[src/rtl/muldiv_unit.sv]
// Iterative MULT/MULTU/DIV/DIVU engine with HI/LO ownership.
// One shift-add or restoring shift-subtract step per cycle.
module muldiv_unit #(
  parameter int WIDTH = 32
) (
  input  logic             clk,
  input  logic             rst_n,
  input  logic             startE,
  input  logic [2:0]       opE,
  input  logic [WIDTH-1:0] srcAE,
  input  logic [WIDTH-1:0] srcBE,
  input  logic             flushE,
  output logic             busy,
  output logic [WIDTH-1:0] hi,
  output logic [WIDTH-1:0] lo,
  output logic             done
);

  localparam int CW = (WIDTH > 1) ? $clog2(WIDTH) : 1;

  typedef enum logic [1:0] {
    IDLE,
    RUN,
    DONE
  } state_e;

  state_e           state_q;
  logic [CW-1:0]    cnt_q;
  logic [WIDTH-1:0] acc_q;
  logic [WIDTH-1:0] ql_q;
  logic [WIDTH-1:0] m_q;
  logic             div_q;
  logic             neg_q;
  logic             nega_q;
  logic             divz_q;
  logic [WIDTH-1:0] hi_q;
  logic [WIDTH-1:0] lo_q;
  logic             done_q;

  logic             sgn;
  logic             a_neg;
  logic             b_neg;
  logic [WIDTH-1:0] mag_a;
  logic [WIDTH-1:0] mag_b;
  logic             accept;
  logic             wr_hi;
  logic             wr_lo;

  // Decode of the instruction sitting in EX while the unit is idle
  always_comb begin
    sgn    = ~opE[0];
    a_neg  = sgn & srcAE[WIDTH-1];
    b_neg  = sgn & srcBE[WIDTH-1];
    mag_a  = a_neg ? -srcAE : srcAE;
    mag_b  = b_neg ? -srcBE : srcBE;
    accept = 1'b0;
    wr_hi  = 1'b0;
    wr_lo  = 1'b0;
    if (state_q == IDLE && startE && !flushE) begin
      unique case (1'b1)
        !opE[2]:         accept = 1'b1;
        opE == 3'd4:     wr_hi  = 1'b1;
        opE == 3'd5:     wr_lo  = 1'b1;
        default: ;
      endcase
    end
  end

  assign busy = accept | (state_q == RUN);

  logic [WIDTH:0]     sum;
  logic [WIDTH:0]     rsh;
  logic [WIDTH:0]     sub;
  logic               ge;
  logic [WIDTH-1:0]   acc_d;
  logic [WIDTH-1:0]   ql_d;
  logic [2*WIDTH-1:0] prod;
  logic [2*WIDTH-1:0] prod_c;
  logic [WIDTH-1:0]   q_c;
  logic [WIDTH-1:0]   r_c;
  logic [WIDTH-1:0]   hi_res;
  logic [WIDTH-1:0]   lo_res;
  logic               unused_bits;

  // One iteration step plus sign-corrected final results
  always_comb begin
    sum = {1'b0, acc_q} + {1'b0, (ql_q[0] ? m_q : '0)};
    rsh = {acc_q, ql_q[WIDTH-1]};
    sub = rsh - {1'b0, m_q};
    ge  = (rsh >= {1'b0, m_q});
    if (div_q) begin
      acc_d = ge ? sub[WIDTH-1:0] : rsh[WIDTH-1:0];
      ql_d  = {ql_q[WIDTH-2:0], ge};
    end else begin
      acc_d = sum[WIDTH:1];
      ql_d  = {sum[0], ql_q[WIDTH-1:1]};
    end
    prod   = {acc_d, ql_d};
    prod_c = neg_q ? -prod : prod;
    q_c    = neg_q ? -ql_d : ql_d;
    r_c    = nega_q ? -acc_d : acc_d;
    if (div_q) begin
      hi_res = r_c;
      lo_res = divz_q ? '1 : q_c;
    end else begin
      hi_res = prod_c[2*WIDTH-1:WIDTH];
      lo_res = prod_c[WIDTH-1:0];
    end
  end

  assign unused_bits = ^{sub[WIDTH], rsh[WIDTH]};

  // Control FSM, iteration registers and HI/LO
  always_ff @(posedge clk or negedge rst_n) begin
    if (!rst_n) begin
      state_q <= IDLE;
      cnt_q   <= '0;
      acc_q   <= '0;
      ql_q    <= '0;
      m_q     <= '0;
      div_q   <= 1'b0;
      neg_q   <= 1'b0;
      nega_q  <= 1'b0;
      divz_q  <= 1'b0;
      hi_q    <= '0;
      lo_q    <= '0;
      done_q  <= 1'b0;
    end else begin
      case (state_q)
        IDLE: begin
          if (accept) begin
            state_q <= RUN;
            cnt_q   <= CW'(WIDTH - 1);
            acc_q   <= '0;
            ql_q    <= mag_a;
            m_q     <= mag_b;
            div_q   <= opE[1];
            neg_q   <= a_neg ^ b_neg;
            nega_q  <= a_neg;
            divz_q  <= (srcBE == '0);
          end else begin
            if (wr_hi) hi_q <= srcAE;
            if (wr_lo) lo_q <= srcAE;
          end
        end
        RUN: begin
          if (flushE) begin
            state_q <= IDLE;
            cnt_q   <= '0;
          end else begin
            acc_q <= acc_d;
            ql_q  <= ql_d;
            cnt_q <= cnt_q - 1'b1;
            if (cnt_q == '0) begin
              state_q <= DONE;
              hi_q    <= hi_res;
              lo_q    <= lo_res;
              done_q  <= 1'b1;
            end
          end
        end
        DONE: begin
          state_q <= IDLE;
          done_q  <= 1'b0;
        end
        default: begin
          state_q <= IDLE;
          done_q  <= 1'b0;
        end
      endcase
    end
  end

  assign hi   = hi_q;
  assign lo   = lo_q;
  assign done = done_q;

endmodule

[config.mk]
export PLATFORM = sky130hd
export DESIGN_NAME = muldiv_unit
export DESIGN_NICKNAME = d
export VERILOG_FILES = /design/src/rtl/muldiv_unit.sv
export SDC_FILE = /design/constraint.sdc
export NUM_CORES = 1
export LEC_CHECK = 0
export BUFFER_PORTS_ARGS = -buffer_cell sky130_fd_sc_hd__buf_4
export CAP_MARGIN = 20
export CORE_MARGIN = 2
export CORE_UTILIZATION = 50
export CTS_BUF_LIST = sky130_fd_sc_hd__clkbuf_2 sky130_fd_sc_hd__clkbuf_4 sky130_fd_sc_hd__clkbuf_8
export DETAILED_ROUTE_END_ITERATION = 12
export PLACE_DENSITY = 0.67
export SYNTH_ARGS = -nofsm -noshare
export SYNTH_HDL_FRONTEND = slang
export SYNTH_SLANG_ARGS = --single-unit
[constraint.sdc]
create_clock -name clk -period 5.5 [get_ports clk]
set_clock_uncertainty 0.05 [all_clocks]
set_input_delay 0 -clock clk [delete_from_list [all_inputs] [get_ports clk]]
set_output_delay 0 -clock clk [all_outputs]
set_load 0.02 [all_outputs]
==> impl_results.md <==
- Slew of the pin with the lowest slew margin: 1160 ps
- Detailed Routing Iterations Pass 1: 6
- EDFF count, synth: 0
- Multi-input gate area: 10800 um^2
- Largest family of logic cells by synthesized area: compound AO/OA/AOI/OAI gates
- Non-Filler Instances: 2689
- Synth Cell Area: 15900 um^2
- Synth Register Bits: 172
- Ys async rst share: 1.00
- Synth Area in Simple Gates: 0.234
- Total global-route track usage: 0.380
- Max-cap violations: 0
- Multiplexer area fraction after synthesis: 0.0352
- Die W: 182 um
- Status: finished, violations left
- Vias in the first global route: 16000
- Layout cell share with drive strength beyond 1: 0.132
- Design area: 18800 um^2
- Wirelength, routed: 63.3 mm
- Primary FF master, synth: dfrtp_1
- Critical path startpoint category: flop
- Syn nets: 2233
- Fillers: 2899
- Critical-path maximum fanout: 8
- Root buf cell: clkbuf_8
- Top-Level Pins: 137
- CP required: 5850 ps
- Num CTS Buffers: 17
- Post-DP HPWL: 47.0 mm
- Failing checks: negative hold slack
- CTS tree: yes
- Final TNS setup: 0 ps
- Syn Area/Cell: 7.61 um^2
- Register area share after synthesis: 0.271
- Die height: 182 um
- Cell variety after synth: 97
- Path type of the worst min-delay path: in2async
- Largest net degree at the start of global routing: 106
- Detailed Route Iter0 Violations: 2206
- Critical Path Sink Type: flop
- R2R setup slack: 200 ps
- Clock sink total: 172
- Reg-to-Reg Start: acc_q[5]$_DFFE_PN0P_
- Initial Utilization: 0.505
- DRC: 0
- Fin crit period: 5300 ps
- Routed WL per cell: 23.5 um
- Inst Count DP: 2572
- Yosys Warn Count: 0
- Final hold slack: -36.1 ps
- Buf/Inv on CP: 0
- Post-Synth XOR/XNOR Area: 0.0776
- Post-synthesis compound-gate area fraction: 0.273
- Leakage power: 8.15 nW
- Sequential Area: 4310 um^2
- Cells after Synth: 2090
- Via count: 17200
- Clk buf depth: 2
- First-pass GRT wire length: 96.8 mm
- Placed Area: 17500 um^2
- Initial antenna violation count: 1
- Nets: 2414
- Hold Vio Cnt, Final: 10
- Crit-path slowest cell: or4b_4
- Pins Over Slew Limit: 0
- Worst vdd ir: 0.275 mV
- Worst-case reg-to-reg path depth: 16
- Setup-failing EPs final: 0
- Core ar.: 31500 um^2
- Synth Area in Adders: 0.0576
- Worst setup path class: reg2reg
- Area delta synth->final: 17.9%
- Port bufs: 136
- Via density per instance: 6.41
- Unrepaired setup endpoints after global routing: false
- Htree depth: 4
- Clock transition at path regs: 110 ps
- Period utilisation layout: 0.964
- Clk_lat worst skew: 530 ps
- Post-route antenna net violation count: 0
- Global placement routability congestion: 0.994
- Critical Path AT: 5650 ps
- Die area: 33300 um^2
- Sequence of cells on the critical path: ha_1 -> a21oi_2 -> o41a_1 -> o21ai_2 -> a211oi_4 -> o211ai_1 -> nand2_1 -> ha_1 -> nand3_1 -> or2_1 -> or2_1 -> and2_1 -> or4b_4 -> o41ai_2 -> mux2i_1 -> nand3_1
- Power density over cell area: 574 nW/um^2
- Capturing point of the worst reg2reg path: hi[30]$_DFFE_PN0P_
- Slowest stage delay, CP: 550 ps
- Worst relative slew slack: 0.218
- Row count: 65
- Delay-heaviest family, CP: simple AND/OR/NAND/NOR gates
- Congestion Overflow GR: 0
- Max Freq: 189 MHz
==> layout by cell type (no fill, tap or decap), types with 7 or more instances in the layout <==
cell type and count:
nor4_1 19, a21o_1 24, or4_1 7, clkbuf_8 17, o211ai_1 27, mux2i_1 39, nor3_1 57, and2_1 44
xor2_1 70, o21bai_1 8, ha_1 70, xnor2_1 71, nand2_1 253, o21ai_0 242, nand3_1 70, nor3b_1 13
dfrtp_1 171, a31oi_1 11, a21oi_1 159, o41ai_1 9, inv_1 73, o21a_1 14, o22ai_1 38, or3_1 25
mux2_2 15, or2_2 8, nor2b_1 16, o211a_1 7, a211o_1 8, buf_4 206, and3_1 21, dlygate4sd3_1 82
o31ai_1 29, nor2_1 151, a211oi_1 21, nand4_1 30, nand2b_1 15
==> synth_stat cells (5+ instances only) <==
library cell    n  area (um^2)
a2111oi_0       5         43.8
a211o_1         8         70.1
a211oi_1       21          158
a21boi_0        5         37.5
a21o_1         24          180
a21oi_1       159          796
a311oi_1        5         43.8
a31oi_1        11         68.8
and2_1         44          275
and3_1         21          131
buf_1          11         41.3
buf_2          19         95.1
buf_6           5         56.3
clkbuf_1       93          349
dfrtp_1       172         4300
ha_1           70          876
inv_1          73          274
mux2_2         15          169
mux2i_1        39          390
nand2_1       253          950
nand2b_1       17          106
nand3_1        70          350
nand4_1        30          188
nor2_1        152          571
nor2b_1        17          106
nor3_1         57          285
nor3b_1        13         97.6
nor4_1         19          119
o2111ai_1       6         52.6
o211a_1         7         70.1
o211ai_1       27          203
o21a_1         14          105
o21ai_0       242         1210
o21ai_1         7         35.0
o21bai_1        9         67.6
o22ai_1        38          238
o31ai_1        29          218
o41ai_1         9         78.8
or2_2           7         43.8
or3_1          25          156
or4_1           7         52.6
xnor2_1        71          622
xor2_1         70          613
==> routing by layer <==
layer | track usage | part of all wire | vias to the layer above
li1 | - | - | 7959
met1 | 0.558 | 0.45 | 8252
met2 | 0.557 | 0.42 | 914
met3 | 0.0856 | 0.10 | 103
met4 | 0.113 | 0.024 | 0
met5 | 0 | 0 | -
==> per-stage QoR <==
step	power (mW)	worst slack, ps	utilization	hold WS (ps)
floorplan	6.89	669	-	-346
global placement	9.43	511	0.556	9.21
detailed placement	9.47	339	0.556	12.4
CTS	10.5	260	0.595	8.28
global route	11.4	9.17	0.596	38.3
finish	10.8	201	0.596	-36.1
==> cell families (layout without fill, tap and decap cells) <==
logic type      after synthesis  in the layout
other cells                   0              3
mux                          54             54
xor+xnor                    141            141
buf+inv                     202            396
simple gates                762            762
fa+ha+maj                    72             72
compound gates              687            687
flops                       172            172
==> area by class of cell <==
cell class | count | share of cell area
Antenna cell | 3 | 0.000400
Clock buffer | 17 | 0.0125
Clock inverter | 15 | 0.0100
Inverter | 73 | 0.0146
Multi-Input combinational cell | 1716 | 0.577
Sequential cell | 172 | 0.230
Tap cell | 402 | 0.0268
Timing Repair Buffer | 291 | 0.129
==> how the worst max path moves through the flow <==
stage	slack [ps]	depth (start not counted)	to	startpoint
floorplan	670	20	hi[30]$_DFFE_PN0P_	acc_q[13]$_DFFE_PN0P_
global placement	510	17	hi[20]$_DFFE_PN0P_	acc_q[9]$_DFFE_PN0P_
detailed placement	340	17	hi[30]$_DFFE_PN0P_	m_q[1]$_DFFE_PN0P_
CTS	260	17	hi[30]$_DFFE_PN0P_	m_q[1]$_DFFE_PN0P_
global route	9	16	hi[30]$_DFFE_PN0P_	acc_q[9]$_DFFE_PN0P_
finish	200	16	hi[30]$_DFFE_PN0P_	acc_q[5]$_DFFE_PN0P_
==> power breakdown <==
part | switching [mW] | internal [mW] | leakage, nW | total [mW]
Sequential | 0.476 | 1.68 | 2.17 | 2.16
Clock | 0.578 | 0.421 | 0.207 | 0.999
Combinational | 4.78 | 2.82 | 5.77 | 7.60
Total | 5.83 | 4.93 | 8.15 | 10.8
==> repair_timing <==
item / CTS / global route
endpoints found under the setup margin: 0 / 1
hold endpoints to repair: 203 / 0
gates resized for setup: 0 / 1
setup buffers: 0 / 0
hold buffers: 82 / 0
==> registers in the layout (all words and copies together) (netlist names) <==
name	count
acc_q	32
hi	32
lo	32
m_q	32
ql_q	32
cnt_q	5
state_q	2
div_q	1
divz_q	1
done	1
neg_q	1
nega_q	1
Note: power is estimated with default switching activity, not from simulation.
